**config.mk**
```make
export PLATFORM = sky130hd
export DESIGN_NAME = hd63701_irq_ctrl
export DESIGN_NICKNAME = d
export VERILOG_FILES = /design/src/rtl/hd63701_irq_ctrl_pkg.sv /design/src/rtl/hd63701_irq_flag.sv /design/src/rtl/hd63701_irq_ctrl.sv
export SDC_FILE = /design/constraint.sdc
export NUM_CORES = 1
export LEC_CHECK = 0
export CORE_MARGIN = 1
export CORE_UTILIZATION = 40
export CTS_CLUSTER_DIAMETER = 150
export DETAILED_ROUTE_END_ITERATION = 10
export GPL_TIMING_DRIVEN = 1
export PLACE_DENSITY = 0.76
export SYNTH_ARGS = -nofsm -noshare
export SYNTH_HDL_FRONTEND = slang
export SYNTH_SLANG_ARGS = --single-unit
```
**constraint.sdc**
```tcl
create_clock -name CLKx2 -period 1.3 [get_ports CLKx2]
set_clock_uncertainty 0.1 [all_clocks]
set_input_delay 0.26 -clock CLKx2 [delete_from_list [all_inputs] [get_ports CLKx2]]
set_output_delay 0.26 -clock CLKx2 [all_outputs]
set_load 0.02 [all_outputs]
```
**src/rtl/hd63701_irq_ctrl_pkg.sv**
```systemverilog
// Shared constants for the HD63701 interrupt controller: register offsets,
// bit positions inside TSR/SSR/CTL, flag indices and pending-source codes.
package hd63701_irq_ctrl_pkg;

  localparam logic [1:0] A_TSR = 2'd0;
  localparam logic [1:0] A_SSR = 2'd1;
  localparam logic [1:0] A_CTL = 2'd2;
  localparam logic [1:0] A_PND = 2'd3;

  localparam int NFLAG  = 6;
  localparam int F_ICF  = 0;
  localparam int F_OCF  = 1;
  localparam int F_TOF  = 2;
  localparam int F_RDRF = 3;
  localparam int F_ORFE = 4;
  localparam int F_TDRE = 5;

  localparam int TSR_ICF  = 7;
  localparam int TSR_OCF  = 6;
  localparam int TSR_TOF  = 5;
  localparam int TSR_EICI = 4;
  localparam int TSR_EOCI = 3;
  localparam int TSR_ETOI = 2;

  localparam int SSR_RDRF = 7;
  localparam int SSR_ORFE = 6;
  localparam int SSR_TDRE = 5;
  localparam int SSR_ERI  = 4;
  localparam int SSR_ETI  = 3;

  localparam int CTL_IRQS = 7;
  localparam int CTL_GDIS = 0;

  localparam logic [2:0] PEND_NONE = 3'd0;
  localparam logic [2:0] PEND_ICF  = 3'd1;
  localparam logic [2:0] PEND_OCF  = 3'd2;
  localparam logic [2:0] PEND_TOF  = 3'd3;
  localparam logic [2:0] PEND_RDRF = 3'd4;
  localparam logic [2:0] PEND_ORFE = 3'd5;
  localparam logic [2:0] PEND_TDRE = 3'd6;

  // Lowest flag index has the highest priority.
  function automatic logic [2:0] pend_encode(input logic [NFLAG-1:0] pen);
    logic [2:0] code;
    if (pen[F_ICF]) begin
      code = PEND_ICF;
    end else if (pen[F_OCF]) begin
      code = PEND_OCF;
    end else if (pen[F_TOF]) begin
      code = PEND_TOF;
    end else if (pen[F_RDRF]) begin
      code = PEND_RDRF;
    end else if (pen[F_ORFE]) begin
      code = PEND_ORFE;
    end else if (pen[F_TDRE]) begin
      code = PEND_TDRE;
    end else begin
      code = PEND_NONE;
    end
    return code;
  endfunction

endpackage

```
**src/rtl/hd63701_irq_flag.sv**
```systemverilog
// One status flag with its clear-arm bit: a status read arms a set flag, and
// only an armed clear strobe may drop it; a coincident set always wins.
module hd63701_irq_flag (
  input  logic clk_i,
  input  logic rst_n_i,
  input  logic en_i,
  input  logic set_i,
  input  logic clr_i,
  input  logic arm_i,
  output logic flag_o
);

  logic flag_q, flag_d;
  logic arm_q, arm_d;

  // Next-state for flag and arm; arm samples the flag value before the edge.
  always_comb begin
    flag_d = flag_q;
    arm_d  = arm_q;
    if (clr_i && arm_q) begin
      flag_d = set_i;
      arm_d  = 1'b0;
    end else begin
      flag_d = flag_q | set_i;
      arm_d  = arm_q | (arm_i & flag_q);
    end
  end

  // State registers, advancing only on enabled edges.
  always_ff @(posedge clk_i or negedge rst_n_i) begin
    if (!rst_n_i) begin
      flag_q <= 1'b0;
      arm_q  <= 1'b0;
    end else if (en_i) begin
      flag_q <= flag_d;
      arm_q  <= arm_d;
    end
  end

  assign flag_o = flag_q;

endmodule

```
**src/rtl/hd63701_irq_ctrl.sv**
```systemverilog
// HD63701 interrupt controller: timer/SCI status flags with two-step clear,
// per-source enables, global disable, external IRQ synchronizer and pend code.
module hd63701_irq_ctrl
  import hd63701_irq_ctrl_pkg::*;
(
  input  logic       CLKx2,
  input  logic       RST_N,
  input  logic       clkfen,
  input  logic       CS,
  input  logic       RW,
  input  logic [1:0] A,
  input  logic [7:0] DI,
  output logic [7:0] DO,
  input  logic       ev_icf,
  input  logic       ev_ocf,
  input  logic       ev_tof,
  input  logic       ev_rdrf,
  input  logic       ev_orfe,
  input  logic       ev_tdre,
  input  logic       clr_icf,
  input  logic       clr_ocf,
  input  logic       clr_tof,
  input  logic       clr_rdrf,
  input  logic       clr_orfe,
  input  logic       clr_tdre,
  input  logic       IRQ_PIN,
  output logic       IRQ,
  output logic       IRQ2_TIM,
  output logic       IRQ2_SCI,
  output logic [2:0] pend
);

  logic             rd_s, wr_s;
  logic [NFLAG-1:0] set_s, clr_s, arm_req_s, flag_s, pen_s;
  logic [7:0]       tsr_s, ssr_s, ctl_s;
  logic             unused_di_s;

  logic eici_q, eoci_q, etoi_q, eri_q, eti_q, gdis_q;
  logic eici_d, eoci_d, etoi_d, eri_d, eti_d, gdis_d;
  logic sync1_q, sync2_q;
  logic tim_q, tim_d, sci_q, sci_d;

  assign rd_s  = CS &  RW & clkfen;
  assign wr_s  = CS & ~RW & clkfen;
  assign set_s = {ev_tdre, ev_orfe, ev_rdrf, ev_tof, ev_ocf, ev_icf};
  assign clr_s = {clr_tdre, clr_orfe, clr_rdrf, clr_tof, clr_ocf, clr_icf};
  assign unused_di_s = ^{DI[7:5], DI[1]};

  // A status-register read arms the clear of every flag in that register.
  always_comb begin
    arm_req_s = 6'b000000;
    if (rd_s && (A == A_TSR)) begin
      arm_req_s = 6'b000111;
    end else if (rd_s && (A == A_SSR)) begin
      arm_req_s = 6'b111000;
    end else begin
      arm_req_s = 6'b000000;
    end
  end

  for (genvar i = 0; i < NFLAG; i++) begin : g_flag
    hd63701_irq_flag u_flag (
      .clk_i  (CLKx2),
      .rst_n_i(RST_N),
      .en_i   (clkfen),
      .set_i  (set_s[i]),
      .clr_i  (clr_s[i]),
      .arm_i  (arm_req_s[i]),
      .flag_o (flag_s[i])
    );
  end

  // ORFE shares the receive enable with RDRF.
  assign pen_s = flag_s & {eti_q, eri_q, eri_q, etoi_q, eoci_q, eici_q};
  assign pend  = pend_encode(pen_s);

  // Register images as seen on the bus.
  always_comb begin
    tsr_s = 8'h00;
    ssr_s = 8'h00;
    ctl_s = 8'h00;
    tsr_s[TSR_ICF]  = flag_s[F_ICF];
    tsr_s[TSR_OCF]  = flag_s[F_OCF];
    tsr_s[TSR_TOF]  = flag_s[F_TOF];
    tsr_s[TSR_EICI] = eici_q;
    tsr_s[TSR_EOCI] = eoci_q;
    tsr_s[TSR_ETOI] = etoi_q;
    ssr_s[SSR_RDRF] = flag_s[F_RDRF];
    ssr_s[SSR_ORFE] = flag_s[F_ORFE];
    ssr_s[SSR_TDRE] = flag_s[F_TDRE];
    ssr_s[SSR_ERI]  = eri_q;
    ssr_s[SSR_ETI]  = eti_q;
    ctl_s[CTL_IRQS] = sync2_q;
    ctl_s[CTL_GDIS] = gdis_q;
  end

  // Read data mux.
  always_comb begin
    DO = 8'h00;
    if (CS) begin
      case (A)
        A_TSR:   DO = tsr_s;
        A_SSR:   DO = ssr_s;
        A_CTL:   DO = ctl_s;
        A_PND:   DO = {5'b00000, pend};
        default: DO = 8'h00;
      endcase
    end else begin
      DO = 8'h00;
    end
  end

  // Enable/GDIS write decode and request next-state.
  always_comb begin
    eici_d = eici_q;
    eoci_d = eoci_q;
    etoi_d = etoi_q;
    eri_d  = eri_q;
    eti_d  = eti_q;
    gdis_d = gdis_q;
    if (wr_s) begin
      case (A)
        A_TSR: begin
          eici_d = DI[TSR_EICI];
          eoci_d = DI[TSR_EOCI];
          etoi_d = DI[TSR_ETOI];
        end
        A_SSR: begin
          eri_d = DI[SSR_ERI];
          eti_d = DI[SSR_ETI];
        end
        A_CTL:   gdis_d = DI[CTL_GDIS];
        default: gdis_d = gdis_q;
      endcase
    end else begin
      gdis_d = gdis_q;
    end
    tim_d = (|pen_s[F_TOF:F_ICF])   & ~gdis_q;
    sci_d = (|pen_s[F_TDRE:F_RDRF]) & ~gdis_q;
  end

  // Control and output registers; synchronizer holds the inverted pin so
  // that its cleared state means "no external request".
  always_ff @(posedge CLKx2 or negedge RST_N) begin
    if (!RST_N) begin
      eici_q  <= 1'b0;
      eoci_q  <= 1'b0;
      etoi_q  <= 1'b0;
      eri_q   <= 1'b0;
      eti_q   <= 1'b0;
      gdis_q  <= 1'b0;
      sync1_q <= 1'b0;
      sync2_q <= 1'b0;
      tim_q   <= 1'b0;
      sci_q   <= 1'b0;
    end else if (clkfen) begin
      eici_q  <= eici_d;
      eoci_q  <= eoci_d;
      etoi_q  <= etoi_d;
      eri_q   <= eri_d;
      eti_q   <= eti_d;
      gdis_q  <= gdis_d;
      sync1_q <= ~IRQ_PIN;
      sync2_q <= sync1_q;
      tim_q   <= tim_d;
      sci_q   <= sci_d;
    end
  end

  assign IRQ      = sync2_q;
  assign IRQ2_TIM = tim_q;
  assign IRQ2_SCI = sci_q;

endmodule
```
==> results of run 1 <==
through the flow:
step / area, um2 / TNS [ps] / cells
6_report: 2070 / -5620 / 220
3_5_place_dp: 1840 / -18870 / 207
4_1_cts: 2020 / -5460 / 217
3_3_place_gp: 1840 / -17990 / 207
2_1_floorplan: 1240 / -238 / 115
5_1_grt: 2070 / -6200 / 220
kinds of logic (layout without fill, tap and decap cells):
| family | after synthesis | count (layout) |
|---|---|---|
| compound gates | 24 | 24 |
| mux | 15 | 15 |
| simple gates | 48 | 48 |
| flops | 22 | 22 |
| buf+inv | 6 | 80 |
final cells by class:
cell class | count | area, um2 | share of cell area [%]
clock buffers | 3 | 22.5 | 1.09
clock inverters | 1 | 30.0 | 1.45
inverters | 1 | 3.75 | 0.182
multi-input cells | 87 | 717 | 34.7
flip-flops and latches | 22 | 553 | 26.8
well taps | 31 | 38.8 | 1.88
repair buffers | 75 | 701 | 33.9
final timing paths:
| kind | slack, ps | from | end |
|---|---|---|---|
| worst max-delay path | -590 | g_flag[3].u_flag.flag_o$_DFFE_PN0P_ | DO[0] |
| worst min-delay path | 150 | RST_N | gdis_q$_DFFE_PN0P_ |
| worst max register to register | -40 | g_flag[4].u_flag.flag_o$_DFFE_PN0P_ | IRQ2_SCI$_DFFE_PN0P_ |
| worst min register to register | 420 | g_flag[2].u_flag.arm_q$_DFFE_PN0P_ | g_flag[2].u_flag.arm_q$_DFFE_PN0P_ |
| max in group asynchronous | 800 | RST_N | g_flag[4].u_flag.flag_o$_DFFE_PN0P_ |
| min in group CLKx2 | 320 | A[1] | g_flag[5].u_flag.arm_q$_DFFE_PN0P_ |
power groups by stage:
stage	registers [W]	clock network, W	logic, W
global route	0.000886	0.000585	0.00118
floorplan	0.000910	0	0.000383
global placement	0.000869	0	0.000895
detailed placement	0.000875	0	0.000913
CTS	0.000870	0.000563	0.00105
finish	0.000875	0.000558	0.00112
repair_timing:
| action | CTS | global route |
|---|---|---|
| buffers inserted | 7 | 5 |
| pin swaps | 10 | 10 |
| resized for setup | 108 | 13 |
| endpoints found under the setup margin | 27 | 19 |
| gates cloned | 0 | 0 |
cell usage in the layout (no fill, tap or decap), drive strengths merged, types with 2 or more instances in the layout:
cell type	count
a31oi	3
a21oi	3
dfrtp	22
buf	53
nand3b	3
clkdlybuf4s50	18
clkbuf	4
nand3	6
and2	2
nor2	5
nand2b	6
nor3b	2
dlygate4sd2	2
nand4	2
a22o	8
nor2b	2
mux2i	6
o21ai	8
mux2	9
nand2	17
metal layers:
metal	wire length [um]	track usage, %
met5	0	0
met4	225	14.3
met3	172	5.12
met2	1900	44.4
met1	1520	27.8
worst max-delay path, stage by stage, from the launching register on:
cell and delay, ps:
dfrtp_2 470, nand3b_1 200, a22o_1 260, a31oi_4 140, buf_6 130
==> run summary, run 1 <==
worst-skew pair later-pin latency - 330 ps
number of flops mapped to enable cells by yosys - 0
H-Tree Depth - 1
core area - 0.00276 mm2
Worst-path clk slew - 140 ps
syn_area_per_cell - 10.2 um2
Pre-antenna DRT Iters - 4
global placement routability congestion - 0.901
largest area contributor in the netlist - dfrtp_1
Post-synth ARST share - 100%
Yosys cell types - 27
top cells by count, synth - dfrtp_1, nand2_1, a22o_1, o21ai_0
WL final - 3820 um
Peak supply drop - 863 uV
fin. max-slew vios - 0
Routed Antenna Nets - 0
status - complete, but fails checks
Antenna diodes - 0
Synth Cell Area - 0.00117 mm2
min-delay worst type - in -> async
CTS tree - built
Synth area leaders - dfrtp_1, a22o_1, mux2_2
P_leak - 0.966 nW
Total Nets Final - 218
Root Driver - clkbuf_4
Comb pwr share - 43.9%
Worst Path Max Fanout - 3
first-pass GRT wire length - 5870 um
Mapped Cells - 115
category of the critical setup timing path - reg -> out
largest net degree at the start of global routing - 25
count of input and output buffers - 37
Max Buffers Root-to-Sink - 2
Min Hold Slack - 146 ps
post-synthesis mux area share - 14.8%
Worst Setup End Kind - primary output
register area share after synthesis - 47.1%
Yosys top cell area share - 47.1%
sequential power share - 34.2%
Worst Path Required - 940 ps
share of post-route cells with drive strength above 1 - 48.7%
reported max-cap violation count - 0
cell row count - 19
Final HPWL DP - 2530 um
syn nets - 143
yosys warns - 0
Compound-Gate Fraction of Synth Area - 13.8%
count leader, synth - dfrtp_1
Worst setup SP type - flop
full die area - 0.00314 mm2
# IOs - 42
Power Density - 1240 mW/mm2
final setup violation count - 13
GRT overflow - 0
Layout fillers - 192
cts hold-fix bufs - 0
initial antenna violation count - 0
Global Route Usage Sum - 25.1%
endpoint arrival time on the critical path - 1530 ps
largest family of logic cells by synthesized area - simple AND/OR/NAND/NOR gates
Vias/cell - 5.41
Cell Int Power - 0.00172 W
cells on worst reg2reg path - 4
Slew @ Worst Pin - 393 ps
Psw - 0.000838 W
Vias - 1191
Die Span Y - 56.1 um
RSZ-0062 raised after global routing - true
Initial Utilization - 42.4%
Layout area overhead - 76.8%
period utilisation layout - 145%
Post-Synth Adder-Cell Area - 0%
failing checks - setup timing
ys flop type - dfrtp_1
CTS Sinks - 22
Fin. Hold Viols - 0
Yosys reg bits - 22
post-synthesis simple-gate area fraction - 22.1%
Layout Utilization - 74.9%
Routed WL per cell - 17.3 um
Max-slew headroom - 73.7%
Place WS - -1010 ps
TritonCTS buffer count - 3
Final Worst Setup Slack - -589 ps
switching portion of total power - 32.8%
Die X - 56.1 um
XOR/XNOR share of the synthesized area - 0%
clock power share - 21.8%
Power, Total - 0.00256 W
vias in the first global route - 1219
min cycle time layout - 1890 ps
starting DRC count in detailed routing - 23
DRC errors left - 0
fmax - 529 MHz
Note: power is estimated with default switching activity, not from simulation.
==> run 2: changes to the inputs <==
--- a/config.mk
+++ b/config.mk
@@ -5,11 +5,10 @@
 export SDC_FILE = /design/constraint.sdc
 export NUM_CORES = 1
 export LEC_CHECK = 0
-export CORE_MARGIN = 1
 export CORE_UTILIZATION = 40
 export CTS_CLUSTER_DIAMETER = 150
 export DETAILED_ROUTE_END_ITERATION = 10
-export GPL_TIMING_DRIVEN = 1
+export GPL_TIMING_DRIVEN = 0
 export PLACE_DENSITY = 0.76
 export SYNTH_ARGS = -nofsm -noshare
 export SYNTH_HDL_FRONTEND = slang
==> run summary, run 2 (synthesized netlist as in run 1, its figures left out) <==
reported max-cap violation count - 0 (unchanged)
Max-slew headroom - 32.1% (-42 points)
R2R setup slack - -150 ps (-110 ps)
final instance area - 0.00194 mm2 (-5.9%)
Layout fillers - 193 (+0.52%)
count of input and output buffers - 35 (-5.4%)
Worst Path Max Fanout - 5 (+2)
period utilisation layout - 143% (-2.8 points)
Psw - 0.000756 W (-9.8%)
Die Span Y - 56.1 um (unchanged)
TritonCTS buffer count - 3 (unchanged)
largest net degree at the start of global routing - 23 (-8.0%)
Vias - 1153 (-3.2%)
full die area - 0.00314 mm2 (unchanged)
final setup violation count - 13 (unchanged)
Worst Path Required - 940 ps (about the same)
Routed Antenna Nets - 0 (unchanged)
Cell Int Power - 0.00162 W (-5.7%)
Peak supply drop - 1050 uV (+21%)
WL final - 3420 um (-10%)
Final HPWL DP - 2200 um (-13%)
Total Nets Final - 203 (-6.9%)
Worst-path clk slew - 130 ps (about the same)
RSZ-0062 raised after global routing - true
fmax - 540 MHz (+2.0%)
Min Hold Slack - 108 ps (-37.8 ps)
min cycle time layout - 1850 ps (-36.3 ps)
Routed WL per cell - 16.7 um (-3.7%)
Final Worst Setup Slack - -553 ps (+36.3 ps)
status - complete, but fails checks
commonest non-fill, non-tap cells in the layout - dfrtp_1, buf_6, clkdlybuf4s50_1, nand2_1, buf_4
Vias/cell - 5.62 (+3.9%)
starting DRC count in detailed routing - 43 (+87%)
Global Route Usage Sum - 22.6% (-2.6 points)
Root Driver - clkbuf_4
Antenna diodes - 0 (unchanged)
worst-skew pair later-pin latency - 310 ps (-20 ps)
Cell Count, Final, Fillers Out - 205 (-6.8%)
first-pass GRT wire length - 5550 um (-5.4%)
Initial Utilization - 42.4% (unchanged)
crit-path cells - o21ai_4 > a21oi_2 > a32o_2 > buf_6
Critical Path Stages - 4 (unchanged)
dpl cell area - 0.00163 mm2 (-11%)
CTS tree - built
CP max stage delay - 480 ps (about the same)
commonest non-fill, non-tap cell in the layout - dfrtp_1
Power Density - 1220 mW/mm2 (-1.2%)
H-Tree Depth - 1 (unchanged)
Pre-antenna DRT Iters - 4 (unchanged)
endpoint arrival time on the critical path - 1490 ps (-40 ps)
switching portion of total power - 31.8% (-0.97 points)
worst r2r dst - IRQ2_TIM$_DFFE_PN0P_
reg-to-reg startpoint - g_flag[1].u_flag.flag_o$_DFFE_PN0P_
Power, Total - 0.00238 W (-7.0%)
share of post-route cells with drive strength above 1 - 45.4% (-3.3 points)
fin. max-slew vios - 0 (unchanged)
Comb pwr share - 39.4% (-4.5 points)
global placement routability congestion - 0.820 (-9.0%)
core area - 0.00276 mm2 (unchanged)
min-delay worst type - in -> async
sequential power share - 38.2% (+4.0 points)
GRT overflow - 0 (unchanged)
vias in the first global route - 1195 (-2.0%)
cts hold-fix bufs - 0 (unchanged)
Placed Cells - 181 (-13%)
Fin. Hold Viols - 0 (unchanged)
category of the critical setup timing path - reg -> out
Layout area overhead - 66.4%
initial antenna violation count - 0 (unchanged)
cell row count - 19 (unchanged)
cells on worst reg2reg path - 6 (+2)
Die X - 56.1 um (unchanged)
clock power share - 22.4% (+0.6 points)
DRC errors left - 0 (unchanged)
P_leak - 0.888 nW (-8.2%)
Slew @ Worst Pin - 1020 ps (+626 ps)
# IOs - 42 (unchanged)
Max Buffers Root-to-Sink - 2 (unchanged)
Setup TNS - -5030 ps (+589 ps)
Worst setup SP type - flop
Worst Setup End Kind - primary output
failing checks - setup timing
Worst path slowest cell - dfrtp_2
CTS Sinks - 22 (unchanged)
Worst Path Buf+Inv - 1 (unchanged)
Top Family by Delay on Critical Path - compound AO/OA/AOI/OAI gates
==> run 2: power by group through the flow <==
stage                     Sequential, W  Clock [W]  Combinational, W
final                          0.000907   0.000533          0.000936
after global routing           0.000923   0.000572          0.000993
after CTS                      0.000889   0.000533          0.000806
after detailed placement       0.000911          0          0.000695
after global placement         0.000905          0          0.000680
after floorplan                0.000910          0          0.000383
==> run 2: how the worst max path moves through the flow <==
| stage | start | slack [ps] | endpoint |
|---|---|---|---|
| 6_report | g_flag[4].u_flag.flag_o$_DFFE_PN0P_ | -550 | DO[2] |
| 5_1_grt | eoci_q$_DFFE_PN0P_ | -600 | DO[2] |
| 4_1_cts | g_flag[4].u_flag.flag_o$_DFFE_PN0P_ | -520 | DO[2] |
| 3_5_place_dp | A[0] | -1170 | DO[1] |
| 3_3_place_gp | A[0] | -1150 | DO[1] |
| 2_1_floorplan | g_flag[0].u_flag.flag_o$_DFFE_PN0P_ | -60 | DO[2] |
==> run 2: what timing repair did <==
item / CTS / global route
pin swaps: 4 / 10
setup endpoints to repair: 23 / 14
gates resized for setup: 96 / 16
buffers inserted: 14 / 8
==> run 2: layout make-up <==
cell class                 instances  area (um2)  share of cell area, %
clock buffer                       3        22.5                   1.16
sequential                        22         556                   28.6
inverter                           1        3.75                  0.193
multi-input combinational         87         712                   36.6
clock inverter                     1        30.0                   1.54
tap                               31        38.8                   1.99
timing repair buffer              55         533                   27.4
buffer                             5        48.8                   2.51
==> run 2: worst register-to-register path: stages (launching register included) <==
cell and delay (ps):
dfrtp_2 460, buf_6 130, buf_6 100, buf_4 120, nand2_1 60, a31oi_1 90, mux2_2 270
==> run 2: through the flow <==
| stage | utilization [%] | worst slack (ps) |
|---|---|---|
| after floorplan | - | -60.6 |
| after global placement | 59.2 | -1150 |
| after detailed placement | 59.2 | -1170 |
| after CTS | 66.8 | -519 |
| after global routing | 70.5 | -598 |
| final | 70.5 | -553 |
==> run 2: per-layer routing <==
| layer | wire length, um | track usage, % | part of all wire (%) | up-vias |
|---|---|---|---|---|
| li1 | - | - | - | 535 |
| met1 | 1460 | 30.1 | 43 | 562 |
| met2 | 1720 | 37.6 | 50 | 48 |
| met3 | 172 | 3.02 | 5.0 | 8 |
| met4 | 76 | 7.67 | 2.2 | 0 |
| met5 | 0 | 0 | 0 | - |
==> run 3: changes to the inputs <==
--- a/config.mk
+++ b/config.mk
@@ -10,6 +10,7 @@
 export DETAILED_ROUTE_END_ITERATION = 10
 export GPL_TIMING_DRIVEN = 0
 export PLACE_DENSITY = 0.76
+export REMOVE_ABC_BUFFERS = 1
 export SYNTH_ARGS = -nofsm -noshare
 export SYNTH_HDL_FRONTEND = slang
 export SYNTH_SLANG_ARGS = --single-unit
==> run summary, run 3 (synthesized netlist as in run 1, its figures left out) <==
min-delay worst type - in -> async
DRC errors left - 0 (unchanged)
Peak supply drop - 1100 uV (+4.9%)
period utilisation layout - 141% (-1.4 points)
Fin. Hold Viols - 0 (unchanged)
Final Worst Setup Slack - -534 ps (+18.7 ps)
first-pass GRT wire length - 4970 um (-10%)
Comb pwr share - 39.9% (+0.5 points)
TritonCTS buffer count - 3 (unchanged)
final setup violation count - 12 (-1)
GRT overflow - 0 (unchanged)
crit-path cells - buf_4 > a22o_1 > a31oi_1 > buf_2
Routed WL per cell - 15.6 um (-6.4%)
# IOs - 42 (unchanged)
cells on worst reg2reg path - 5 (-1)
Worst path slowest cell - dfrtp_2
share of post-route cells with drive strength above 1 - 36.7% (-8.7 points)
Routed Antenna Nets - 0 (unchanged)
clock power share - 15.5% (-6.9 points)
cell row count - 19 (unchanged)
fin. max-slew vios - 0 (unchanged)
final instance area - 0.00172 mm2 (-12%)
worst-skew pair later-pin latency - 300 ps (about the same)
commonest non-fill, non-tap cell in the layout - dfrtp_1
Worst-path clk slew - 120 ps (about the same)
CTS Sinks - 22 (unchanged)
R2R setup slack - -10 ps (+140 ps)
Vias - 1063 (-7.8%)
Worst Setup End Kind - primary output
fmax - 545 MHz (+1.0%)
starting DRC count in detailed routing - 22 (-49%)
global placement routability congestion - 0.859 (+4.8%)
switching portion of total power - 33.6% (+1.7 points)
Max Buffers Root-to-Sink - 2 (unchanged)
Worst Path Max Fanout - 3 (-2)
CP max stage delay - 420 ps (-60 ps)
failing checks - setup timing
core area - 0.00276 mm2 (unchanged)
Max-slew headroom - 33.9% (+1.8 points)
Layout area overhead - 47.2%
status - complete, but fails checks
endpoint arrival time on the critical path - 1470 ps (-20 ps)
Die Span Y - 56.1 um (unchanged)
Layout Utilization - 62.4% (-8.1 points)
Initial Utilization - 42.4% (unchanged)
initial antenna violation count - 0 (unchanged)
Antenna diodes - 0 (unchanged)
sequential power share - 44.6% (+6.4 points)
Vias/cell - 5.40 (-4.1%)
reported max-cap violation count - 0 (unchanged)
Root Driver - clkbuf_4
Pre-antenna DRT Iters - 4 (unchanged)
full die area - 0.00314 mm2 (unchanged)
H-Tree Depth - 1 (unchanged)
category of the critical setup timing path - reg -> out
RSZ-0062 raised after global routing - true
Worst setup SP type - flop
vias in the first global route - 1095 (-8.4%)
Global Route Usage Sum - 20.3% (-2.3 points)
reg-to-reg startpoint - g_flag[1].u_flag.flag_o$_DFFE_PN0P_
Total Nets Final - 196 (-3.4%)
WL final - 3080 um (-10%)
Worst Path Buf+Inv - 2 (+1)
Worst Path Required - 940 ps (about the same)
Top Family by Delay on Critical Path - flip-flops
Layout fillers - 241 (+25%)
Setup TNS - -4270 ps (+760 ps)
Power Density - 1150 mW/mm2 (-6.0%)
worst r2r dst - IRQ2_TIM$_DFFE_PN0P_
Die X - 56.1 um (unchanged)
commonest non-fill, non-tap cells in the layout - dfrtp_1, buf_4, clkdlybuf4s50_1, nand2_1
Final HPWL DP - 2060 um (-6.4%)
count of input and output buffers - 37 (+5.7%)
dpl cell area - 0.00156 mm2 (-4.8%)
P_leak - 0.820 nW (-7.7%)
min cycle time layout - 1830 ps (-18.7 ps)
Psw - 0.000663 W (-12%)
Cell Int Power - 0.00131 W (-19%)
CTS tree - built
Slew @ Worst Pin - 992 ps (-26.8 ps)
largest net degree at the start of global routing - 26 (+13%)
## run 3: cell types whose count changed in the layout (fill, tap and decap cells not counted), sizes merged
cell | previous run | this run
buf | 38 | 33
clkdlybuf4s15 | 2 | 1
dlygate4sd2 | 2 | 1
bufinv | 1 | 0
## run 3: how the worst max path moves through the flow
stage | start | to | slack, ps | cells after the start
final | g_flag[1].u_flag.flag_o$_DFFE_PN0P_ | DO[0] | -530 | 4
after global routing | g_flag[3].u_flag.flag_o$_DFFE_PN0P_ | DO[0] | -610 | 4
after CTS | eoci_q$_DFFE_PN0P_ | DO[0] | -550 | 4
after global placement | A[0] | DO[2] | -1220 | 4
after detailed placement | A[0] | DO[2] | -1210 | 4
after floorplan | g_flag[3].u_flag.flag_o$_DFFE_PN0P_ | DO[0] | -200 | 3
## run 3: metal layers
layer  track usage [%]  part of all wire, %
met4              9.06                 0.84
met1              24.5                   43
met3              4.19                  3.3
met5                 0                    0
met2              34.7                   53
## run 3: power by group through the flow
stage          combinational (W)  clock, W  sequential (W)
2_1_floorplan           0.000316         0        0.000902
3_3_place_gp            0.000638         0        0.000896
3_5_place_dp            0.000649         0        0.000900
4_1_cts                 0.000708  0.000312        0.000875
5_1_grt                 0.000846  0.000345        0.000896
6_report                0.000788  0.000306        0.000881
## run 3: layout make-up
cell class,instances,area [um2],area share (%)
inverters,1,3.75,0.218
flip-flops and latches,22,553,32.1
repair buffers,53,458,26.6
well taps,31,38.8,2.25
clock buffers,3,22.5,1.31
multi-input cells,87,644,37.5
## run 3: metrics by stage
stage                     instances  total power (W)  setup slack (ps)  hold WS (ps)
after floorplan                 110          0.00122              -202          -136
after global placement          178          0.00153             -1220           376
after detailed placement        178          0.00155             -1210           385
after CTS                       193          0.00190              -547           148
after global routing            197          0.00209              -605           167
final                           197          0.00198              -534           120
## run 3: timing repair
| item | CTS | global route |
|---|---|---|
| pin swaps | 7 | 10 |
| resized for setup | 101 | 14 |
| hold buffers | 0 | 0 |
| setup buffers | 12 | 5 |
| setup endpoints to repair | 36 | 14 |
| hold endpoints to repair | 0 | 0 |
